[src/rtl/adc_disp_pkg.sv]
// Shared defaults, decimal-point patterns and channel indices for the
// ADC display source selector.
package adc_disp_pkg;

    localparam int DEF_NUM_CH     = 4;
    localparam int DEF_DATA_W     = 16;
    localparam int DEF_DP_W       = 4;
    localparam int DEF_SCAN_TICKS = 100_000_000;

    localparam logic [3:0] DP_NONE     = 4'b0000;
    localparam logic [3:0] DP_SCALED_V = 4'b0010;

    typedef enum logic [1:0] {
        CH_AVG_EXT = 2'd0,
        CH_SCALED  = 2'd1,
        CH_RAW     = 2'd2,
        CH_AUX     = 2'd3
    } ch_idx_e;

endpackage

[src/rtl/display_scan_timer.sv]
// Free-running auto-scan interval counter; emits a one-cycle tick on the
// edge where it wraps from SCAN_TICKS-1 back to 0.
module display_scan_timer #(
    parameter int SCAN_TICKS = 100_000_000
) (
    input  logic clk,
    input  logic reset_n,
    input  logic enable,
    input  logic clear,
    output logic tick
);

    localparam int CNT_W = (SCAN_TICKS > 2) ? $clog2(SCAN_TICKS) : 1;

    logic [CNT_W-1:0] cnt_q;
    logic [CNT_W-1:0] cnt_d;

    // Tick reflects the wrap edge even when clear lands on the same edge,
    // so a coincident manual step still yields exactly one advance upstream.
    assign tick = enable && (cnt_q == CNT_W'(SCAN_TICKS - 1));

    always_comb begin
        cnt_d = cnt_q;
        if (clear) begin
            cnt_d = '0;
        end else if (enable) begin
            cnt_d = tick ? '0 : cnt_q + 1'b1;
        end
    end

    always_ff @(posedge clk or negedge reset_n) begin
        if (!reset_n) begin
            cnt_q <= '0;
        end else begin
            cnt_q <= cnt_d;
        end
    end

endmodule

[src/rtl/adc_display_select.sv]
// Latches the latest sample of each ADC-derived channel and presents the
// selected one (manual step or timed scan) to the 7-segment driver.
module adc_display_select
    import adc_disp_pkg::*;
#(
    parameter int NUM_CH     = DEF_NUM_CH,
    parameter int DATA_W     = DEF_DATA_W,
    parameter int DP_W       = DEF_DP_W,
    parameter int SCAN_TICKS = DEF_SCAN_TICKS,
    localparam int SEL_W     = (NUM_CH > 2) ? $clog2(NUM_CH) : 1
) (
    input  logic                     clk,
    input  logic                     reset_n,
    input  logic [NUM_CH*DATA_W-1:0] in_data,
    input  logic [NUM_CH-1:0]        in_valid,
    input  logic [NUM_CH*DP_W-1:0]   dp_cfg,
    input  logic                     mode_next,
    input  logic                     auto_scan_en,
    input  logic                     hold,
    output logic [DATA_W-1:0]        mux_out,
    output logic [DP_W-1:0]          decimal_point,
    output logic [SEL_W-1:0]         sel_out,
    output logic                     out_valid
);

    logic [DATA_W-1:0] latch_w [NUM_CH];

    logic [SEL_W-1:0]  sel_q, sel_d;
    logic [DATA_W-1:0] mux_q, mux_d;
    logic [DP_W-1:0]   dp_q, dp_d;
    logic              ov_q, ov_d;
    logic              wr_pend_q, wr_pend_d;
    logic              hold_q;

    logic              scan_tick;
    logic              scan_en;
    logic              scan_clr;
    logic              advance;

    for (genvar gi = 0; gi < NUM_CH; gi++) begin : g_ch
        logic [DATA_W-1:0] lat_q;

        always_ff @(posedge clk or negedge reset_n) begin
            if (!reset_n) begin
                lat_q <= '0;
            end else if (in_valid[gi]) begin
                lat_q <= in_data[gi*DATA_W +: DATA_W];
            end
        end

        assign latch_w[gi] = lat_q;
    end

    // With auto-scan off the counter sits at 0, so re-enabling starts a
    // full interval; under hold it is frozen rather than cleared.
    assign scan_en  = auto_scan_en && !hold;
    assign scan_clr = !auto_scan_en || (mode_next && !hold);

    display_scan_timer #(
        .SCAN_TICKS(SCAN_TICKS)
    ) u_scan_timer (
        .clk    (clk),
        .reset_n(reset_n),
        .enable (scan_en),
        .clear  (scan_clr),
        .tick   (scan_tick)
    );

    assign advance = !hold && (mode_next || (auto_scan_en && scan_tick));

    always_comb begin
        sel_d     = sel_q;
        mux_d     = mux_q;
        dp_d      = dp_q;
        wr_pend_d = 1'b0;
        ov_d      = 1'b0;

        if (advance) begin
            sel_d = (sel_q == SEL_W'(NUM_CH - 1)) ? '0 : sel_q + 1'b1;
        end

        if (!hold) begin
            mux_d     = latch_w[sel_d];
            dp_d      = dp_cfg[int'(sel_d)*DP_W +: DP_W];
            // A write to the channel being shown reaches mux_out one edge
            // later; remember it so the strobe lines up with the new value.
            wr_pend_d = in_valid[sel_d];
            ov_d      = (sel_d != sel_q) || wr_pend_q || hold_q;
        end
    end

    always_ff @(posedge clk or negedge reset_n) begin
        if (!reset_n) begin
            sel_q     <= '0;
            mux_q     <= '0;
            dp_q      <= '0;
            ov_q      <= 1'b0;
            wr_pend_q <= 1'b0;
            hold_q    <= 1'b0;
        end else begin
            sel_q     <= sel_d;
            mux_q     <= mux_d;
            dp_q      <= dp_d;
            ov_q      <= ov_d;
            wr_pend_q <= wr_pend_d;
            hold_q    <= hold;
        end
    end

    assign mux_out       = mux_q;
    assign decimal_point = dp_q;
    assign sel_out       = sel_q;
    assign out_valid     = ov_q;

endmodule

[config.mk]
export PLATFORM = sky130hd
export DESIGN_NAME = adc_display_select
export DESIGN_NICKNAME = d
export VERILOG_FILES = /design/src/rtl/adc_disp_pkg.sv /design/src/rtl/display_scan_timer.sv /design/src/rtl/adc_display_select.sv
export SDC_FILE = /design/constraint.sdc
export NUM_CORES = 1
export LEC_CHECK = 0
export BUFFER_PORTS_ARGS = -buffer_cell sky130_fd_sc_hd__buf_2
export CAP_MARGIN = 20
export CORE_UTILIZATION = 40
export DETAILED_ROUTE_END_ITERATION = 10
export GPL_TIMING_DRIVEN = 0
export PLACE_DENSITY = 0.71
export REMOVE_ABC_BUFFERS = 1
export SETUP_SLACK_MARGIN = 0.2
export SYNTH_ARGS = -nofsm -noshare
export SYNTH_HDL_FRONTEND = slang
export SYNTH_SLANG_ARGS = --single-unit
[constraint.sdc]
create_clock -name clk -period 3.5 [get_ports clk]
set_input_delay 0.7 -clock clk [delete_from_list [all_inputs] [get_ports clk]]
set_output_delay 0.7 -clock clk [all_outputs]
set_load 0.05 [all_outputs]
# Word level (Yosys, flattened, before mapping)
# Cells that the tools add are included.
[classes]
div = 0
reduce_logical = 12
mul = 0
magnitude_cmp = 2
n_eq_ne = 3
shift = 1
addsub = 2
n_bitwise = 1
n_mux = 12
[ops]
columns = ["cell", "count"]
rows = [
  ["$mux 27", 3],
  ["$bmux 16 s2", 1],
  ["$mux 16", 2],
  ["$add 27x1->27 const B", 1],
  ["$eq 27x27->1 const B", 1],
  ["$shiftx 16x5->4", 1],
  ["$logic_and 1x1->1", 5],
  ["$logic_or 1x1->1", 4],
  ["$mux 2", 2],
  ["$ge 3x3->1 const B", 1],
  ["$lt 2x3->1 const B", 1],
  ["$mux 1", 3],
  ["$not 2->3", 1],
  ["$add 2x1->2 const B", 1],
  ["$bmux 1 s2", 1],
  ["$eq 2x2->1 const B", 1],
  ["$logic_not 1->1", 2],
  ["$ne 2x2->1", 1],
  ["$reduce_bool 2->1", 1],
]
[totals]
ff_bits = 116
n_memories = 0
in_bits = 89
romBits = 0
latchBits = 0
elab_cells = 44
mem_bits_rw = 0

# Depth between registers and ports, before layout
# Gate-level depths: netlist of the first run.
[depth]
depth_word = 11
depth_mapped = 9

# Modules after synthesis
# Synthesis of the first run repeated with hierarchy kept, for this count alone.
[unflattened]
hier_cells = 476
area_unflattened_um2 = 5666.7
[modules_own_cells]
columns = ["mod", "seq_area_each_um2", "cells_per_inst", "area_each_um2", "n_inst"]
rows = [
  ["adc_display_select", 2227.1, 298, 4057.6, 1],
  ["display_scan_timer", 675.6, 178, 1609.0, 1],
]

# Worst setup path after synthesis of the first run
# OpenSTA, ideal clock, no wires.
[synth_path]
kind = "input port to flip-flop"
start = "input port auto_scan_en"
end = "register mux_q[10] (netlist: mux_out[10])"
stages = 7
slack_ns = 1.146
arrival_ns = 2.260
path_cell_list = "and4bb_1 -> nand4_1 -> o21ai_4 -> mux2i_1 -> buf_6 -> a2111oi_4 -> a211oi_1"
[synth_between]
elab_chain_cells = 10
[synth_rtl]
columns = ["element", "line", "rtl"]
rows = [
  ["from (decl)", "adc_display_select.sv:18", "input logic auto_scan_en,"],
  ["$logic_and 1x1->1", "adc_display_select.sv:56", "assign scan_en = auto_scan_en && !hold;"],
  ["$logic_and 1x1->1", "display_scan_timer.sv:20", "assign tick = enable && (cnt_q == CNT_W'(SCAN_TICKS - 1));"],
  ["$logic_and 1x1->1 *", "adc_display_select.sv:69", "assign advance = !hold && (mode_next || (auto_scan_en && scan_tick));"],
  ["$logic_or 1x1->1 *", "adc_display_select.sv:69", ""],
  ["$logic_and 1x1->1 *", "adc_display_select.sv:69", ""],
  ["$mux 2 *", "adc_display_select.sv:78", "if (advance) begin"],
  ["$not 2->3 (implied by the code) *", "adc_display_select.sv:83", "mux_d = latch_w[sel_d];"],
  ["$bmux 16 s2 *", "adc_display_select.sv:83", ""],
  ["$mux 16 (implied by the code) * (2 in series)", "adc_display_select.sv:83", ""],
  ["to (signal assigned)", "adc_display_select.sv:102", "mux_q <= mux_d;"],
  ["to (decl)", "adc_display_select.sv:29", "logic [DATA_W-1:0] mux_q, mux_d;"],
]
# Every way passes the cells marked *; elsewhere a longest branch is shown, timed or not. The select of a mux whose other input is x is not followed.
# A chain may end at the register's enable or synchronous reset.

# Final worst setup path of the first run
[layout_path]
start = "input port hold"
end = "register mux_q[8] (netlist: mux_out[8])"
[layout_between]
elab_chain_cells = 11
[layout_rtl]
columns = ["element", "line", "rtl"]
rows = [
  ["from (decl)", "adc_display_select.sv:19", "input logic hold,"],
  ["$logic_not 1->1 *", "n/a", ""],
  ["$logic_and 1x1->1", "adc_display_select.sv:56", ""],
  ["$logic_and 1x1->1", "display_scan_timer.sv:20", ""],
  ["$logic_and 1x1->1", "adc_display_select.sv:69", ""],
  ["$logic_or 1x1->1", "adc_display_select.sv:69", ""],
  ["$logic_and 1x1->1 *", "adc_display_select.sv:69", ""],
  ["$mux 2 *", "adc_display_select.sv:78", ""],
  ["via sel_d[1]", "adc_display_select.sv:28", "logic [SEL_W-1:0] sel_q, sel_d;"],
  ["$not 2->3 (implied by the code) *", "adc_display_select.sv:83", ""],
  ["$bmux 16 s2 *", "adc_display_select.sv:83", ""],
  ["$mux 16 (implied by the code) * (2 in series)", "adc_display_select.sv:83", ""],
]
# Mark *: on every way through the listed nets, which the timed path passes. The rest lies on a longest branch. The select of a mux whose other input is x is not followed.

==> reports/metrics.cfg, run 1 <==
[placement]
place_congestion = 0.815
dp_hpwl_um = 9520
place_inst = 763
numPortBuffers = 111
dpl_worst_slack_ps = -1090

[global_route]
grt_overflow_total = 0
grt_pass1_wl_um = 23800
grt-busiest-layer = met2
antenna_found_initial = 0
grtUsageMet1_pct = 26.3
grt_usage_pct = 21.4
grt_use_met3_pct = 5.43
grt_max_degree = 61
met2_usage_pct = 36.6
grt_pass1_vias = 4586

[yosys]
syn_area_um2 = 5740
yosysSeqAreaShare_pct = 50.6
synth_fa_ha_area_share_pct = 0.436
synth_edf_count = 0
yosys-top-cells-count = dfrtp_1, mux2_2, nor2_1
yosysMostFrequentCell = dfrtp_1
synth_compound_area_share_pct = 18.1
yosys-top-cells-area = dfrtp_1, mux2_2, a211oi_1, a2111oi_4, mux2i_1
synthMuxAreaShare_pct = 13.4
yosysUniqueCellTypes = 47
yosysTopAreaCell = dfrtp_1
synth_top_family_by_area = compound AO/OA/AOI/OAI gates
synth_flop_cell = dfrtp_1
synth_cells = 498
postSynthAreaPerCell_um2 = 11.5
yosys.area.top_type_share_pct = 50.6
synth_xor_area_share_pct = 2.44
async_flop_share_pct = 100
yosys.area_share.simple_pct = 10.8
ys_warn_count = 0
ys_ff_latch = 116

[sta]
setup_viol = 0
fin_crit_ps = 3050
final.setup.worst_slack_ps = 452
hold_viol = 0
hold_slack_ps = 245
worstMarginPinSlew_ps = 1110
fmax_mhz = 328
finalCritPeriodShare_pct = 87.1
relSlewSlack_pct = 25.7
fin_skew_ps = 9.10
setup_tns_ps = 0
grt_setup_unrepaired = false
drv_slew = 0

[clocking]
clk_path_buf_depth = 2
cts_tree = done
cts_hold_buf = 0
clock_latency_ps = 410
cts_num_sinks = 116
htree_levels = 4
clk_pin_slew_ps = 50
cts_made_buffers = 17
cts_root_buf = clkbuf_16

[pwr]
leakagePower_nw = 3.11
powerDensity_nw_per_um2 = 711
ir_drop_v = 0.000407

[final_layout]
area_growth_pct = 24.0
fin_nets = 700
final-instance-count-excl-fill = 800
antenna_cells = 0
drive_gt1_share_pct = 37.6
fill_cells = 1207

[setup_path]
start_kind = input pin
critPathKind = in2reg
worst_setup_path_end_kind = flop
required_ps = 3780
critPathArrivalTime_ps = 3320
path_max_fanout = 31

[floorplanning]
num_rows = 43
start_util_pct = 41.2
die-area_um2 = 14800
fp.dieW_um = 122
core_area_um2 = 13900
ioPinCount = 112
die_y_um = 122

[drt]
initialDrtViolationCount = 263
viasPerCell = 5.46
firstDrtPassIters = 4
postRouteAntennaNets = 0
via_count = 4365
routed_wl_um = 14600
drc_errors = 0
wl_per_cell_um = 18.3

[hold_path]
min_path_type = in2async

[status]
outcome = finished, final reports clean

[run]
max_cap_violations = 0

## sequential cells by signal, summed over array words and instances (netlist names)
register,cells
decimal_point,4
g_ch.lat_q,64
hold_q,1
mux_out,16
out_valid,1
sel_out,2
u_scan_timer.cnt_q,27
wr_pend_q,1
## cell type report
cell class / instances / area [um2] / area share [%]
flip-flops and latches: 116 / 2900 / 40.8
multi-input cells: 327 / 2630 / 36.9
repair buffers: 122 / 702 / 9.86
clock buffers: 26 / 519 / 7.29
well taps: 180 / 225 / 3.16
inverters: 25 / 96.3 / 1.35
clock inverters: 4 / 45.0 / 0.633
## power by group
part	switching (W)	internal (W)
clock network	0.000570	0.00108
logic	0.00117	0.000565
registers	0.000127	0.00155
total	0.00187	0.00319
## cells in the final DEF, fill, tap and decap left out, types with 2 or more instances in the layout
| master | count |
|---|---|
| dfrtp_1 | 116 |
| buf_2 | 109 |
| mux2_2 | 48 |
| nor2_1 | 43 |
| a211oi_1 | 38 |
| nand2_1 | 34 |
| o21ai_0 | 32 |
| inv_1 | 23 |
| mux2i_1 | 22 |
| clkbuf_16 | 17 |
| xor2_1 | 12 |
| nand4_1 | 11 |
| a2111oi_4 | 10 |
| a2111oi_2 | 10 |
| nand3_1 | 8 |
| and4_1 | 7 |
| clkbuf_8 | 6 |
| buf_4 | 6 |
| and2_1 | 5 |
| nor3_1 | 4 |
| xnor2_1 | 4 |
| a21oi_1 | 4 |
| a211oi_2 | 3 |
| a31oi_1 | 3 |
| clkinv_2 | 3 |
| clkbuf_1 | 3 |
| buf_6 | 3 |
| and3_1 | 2 |
| nor2_2 | 2 |
| a21oi_2 | 2 |
| or3_1 | 2 |
| ha_1 | 2 |
| buf_8 | 2 |
## path summary, 6_finish.rpt
kind	startpoint	to	slack, ps	depth (start not counted)
setup / recovery	hold	mux_out[8]	450	10
hold / removal	reset_n	u_scan_timer.cnt_q[13]	240	1
setup reg to reg	u_scan_timer.cnt_q[0]	mux_out[8]	490	10
hold reg to reg	u_scan_timer.cnt_q[26]	u_scan_timer.cnt_q[26]	490	1
max in group asynchronous	reset_n	g_ch[0].lat_q[12]	2590	2
min in group clk	u_scan_timer.cnt_q[26]	u_scan_timer.cnt_q[26]	490	1
## worst max-delay path: stages
cell	delay [ps]
buf_4	290
nor3_1	260
nand4_1	310
o21ai_4	370
mux2i_4	320
buf_12	210
inv_2	90
nor2_2	420
buf_8	230
a211oi_1	90
## per-stage QoR
| stage | power, W | area (um2) | util (%) |
|---|---|---|---|
| after floorplan | 0.00284 | 5590 | - |
| after detailed placement | 0.00340 | 6490 | 46.6 |
| final | 0.00506 | 7120 | 51.1 |
| after global placement | 0.00326 | 6370 | 45.7 |
| after global routing | 0.00527 | 7120 | 51.1 |
| after CTS | 0.00509 | 7120 | 51.1 |
## kinds of logic after synthesis
group,count (synthesis)
compound gates,109
simple gates,127
mux,71
buf+inv,57
fa+ha+maj,2
flops,116
xor+xnor,16
## timing repair
action,in CTS,in global routing
endpoints found under the hold margin,0,0
resized for setup,2,0
setup buffers,5,0
setup endpoints to repair,22,0
## per-layer routing
| metal | part of all wire, % | up-vias |
|---|---|---|
| met4 | 1.8 | 0 |
| met2 | 49 | 134 |
| li1 | - | 2036 |
| met5 | 0 | - |
| met1 | 43 | 2175 |
| met3 | 5.9 | 20 |
Power figures use the tool's default switching activity.
==> run 2: changes to the inputs <==
Settings changed: CTS_CLUSTER_SIZE set to 40, PLACE_DENSITY 0.71 to not set.
==> run 2 against run 1 <==
Worst hold slack got worse by 110 ps. Register-to-register slack improved by 120 ps. Cell area barely moved. Critical path depth fell by 1. Global-route usage decreased by 0.37 points. Utilization about the same. Critical endpoint is now mux_out[2]. Largest cell class unchanged.
==> reports/metrics.cfg, run 2 (synthesis gave the netlist of run 1 again) <==
[status]
outcome = finished, final reports clean

[final_layout]
largest_register_ffs = 64  ; unchanged
fin_nets = 700  ; unchanged
drive_gt1_share_pct = 37.1  ; -0.44 points
area_growth_pct = 24.0  ; about the same
antenna_cells = 0  ; unchanged
final_common_cell = dfrtp_1
regMostFlops = g_ch.lat_q
fin_util_pct = 51.1  ; about the same
layout_common_cells = dfrtp_1, buf_2, mux2_2
final_cell_area_um2 = 7110  ; about the same

[floorplanning]
die_y_um = 122  ; unchanged
num_rows = 43  ; unchanged
ioPinCount = 112  ; unchanged
start_util_pct = 41.2  ; unchanged
core_area_um2 = 13900  ; unchanged
die-area_um2 = 14800  ; unchanged
fp.dieW_um = 122  ; unchanged

[sta]
relSlewSlack_pct = 29.7  ; +4.1 points
fin_crit_ps = 3010  ; -37.4 ps
drv_slew = 0  ; unchanged
hold_viol = 0  ; unchanged
final.setup.worst_slack_ps = 489  ; +37.4 ps
grt_setup_unrepaired = false
fin_skew_ps = 11.0  ; +1.94 ps
worstMarginPinSlew_ps = 1050  ; -60.8 ps
hold_slack_ps = 131  ; -114 ps
finalCritPeriodShare_pct = 86.0  ; -1.1 points
fmax_mhz = 332  ; +1.2%
setup_viol = 0  ; unchanged

[setup_path]
reg2reg_slack_ps = 610  ; +120 ps
path_max_fanout = 31  ; unchanged
worst_setup_path_end_kind = flop
start_kind = input pin
critPathLaunch = hold
required_ps = 3820  ; +40 ps
reg2reg_from = u_scan_timer.cnt_q[0]
critPathArrivalTime_ps = 3330  ; about the same
critPathKind = in2reg

[clocking]
cts_hold_buf = 0  ; unchanged
cts_tree = done
cts_num_sinks = 116  ; unchanged
cts_made_buffers = 17  ; unchanged
clk_path_buf_depth = 2  ; unchanged
clock_latency_ps = 420  ; about the same
cts_root_buf = clkbuf_16
clk_pin_slew_ps = 60  ; about the same
htree_levels = 4  ; unchanged

[global_route]
grt_pass1_vias = 4534  ; -1.1%
grt_usage_pct = 21.1  ; -0.37 points
antenna_found_initial = 0  ; unchanged
grt_max_degree = 94  ; +54%
grt_pass1_wl_um = 23200  ; -2.3%
grt_overflow_total = 0  ; unchanged

[drt]
postRouteAntennaNets = 0  ; unchanged
wl_per_cell_um = 17.8  ; -2.7%
initialDrtViolationCount = 220  ; -16%
via_count = 4360  ; -0.11%
routed_wl_um = 14200  ; -2.5%
firstDrtPassIters = 6  ; +2
drc_errors = 0  ; unchanged
viasPerCell = 5.44  ; -0.36%

[hold_path]
min_path_type = in2async

[placement]
dpl_worst_slack_ps = -1220  ; -125 ps
dp_hpwl_um = 9200  ; -3.3%
dpl-instance-area_um2 = 6490  ; about the same
place_congestion = 0.808  ; -0.79%
numPortBuffers = 111  ; unchanged

[pwr]
ir_drop_v = 0.000497  ; +22%
leakagePower_nw = 3.10  ; -0.24%
fin_total_pwr_w = 0.00500  ; -1.1%
powerDensity_nw_per_um2 = 703  ; -1.1%

[run]
max_cap_violations = 0  ; unchanged

-- run 2: power by group --
part	switching, W	internal [W]
combinational	0.00115	0.000565
sequential	0.000123	0.00155
clock	0.000572	0.00105
total	0.00184	0.00316
-- run 2: critical path, cell delays in order --
cell and delay (ps):
buf_4 500, nand2b_1 370, nand2_1 110, a21oi_2 530
buf_6 260, a21oi_4 60, inv_4 370, a2111oi_2 180
a211oi_1 230
-- run 2: path summary, 6_finish.rpt --
| check | to | depth (start not counted) |
|---|---|---|
| hold / removal | g_ch[0].lat_q[3] | 1 |
| hold reg to reg | g_ch[1].lat_q[6] | 1 |
| setup reg to reg | mux_out[2] | 9 |
| max in group asynchronous | mux_out[2] | 2 |
| setup / recovery | mux_out[2] | 9 |
| min in group clk | g_ch[2].lat_q[6] | 3 |
-- run 2: metrics by stage --
stage,std cells,TNS (ps)
final,802,0
after global routing,802,0
after CTS,801,0
after detailed placement,763,-22730
after global placement,757,-88940
after floorplan,466,-34950
-- run 2: cell type report --
| class | instances | area (um2) |
|---|---|---|
| flip-flops and latches | 116 | 2900 |
| repair buffers | 122 | 711 |
| fillers | 1250 | 6820 |
| inverters | 25 | 96.3 |
| clock buffers | 28 | 507 |
| well taps | 180 | 225 |
| clock inverters | 4 | 45.0 |
| multi-input cells | 327 | 2630 |
-- run 2: per-layer routing --
| metal | part of all wire (%) | wire [um] | vias up | track usage [%] |
|---|---|---|---|---|
| li1 | - | - | 2033 | - |
| met1 | 42 | 6030 | 2169 | 25.0 |
| met2 | 49 | 6960 | 131 | 35.1 |
| met3 | 6.1 | 872 | 27 | 5.99 |
| met4 | 2.7 | 382 | 0 | 9.95 |
| met5 | 0 | 0 | - | 0 |
-- run 2: timing repair --
action	4_1_cts	5_1_grt
buffers inserted	4	1
pin swaps	2	0
endpoints found under the setup margin	22	14
resized for setup	2	0
gates cloned	2	0
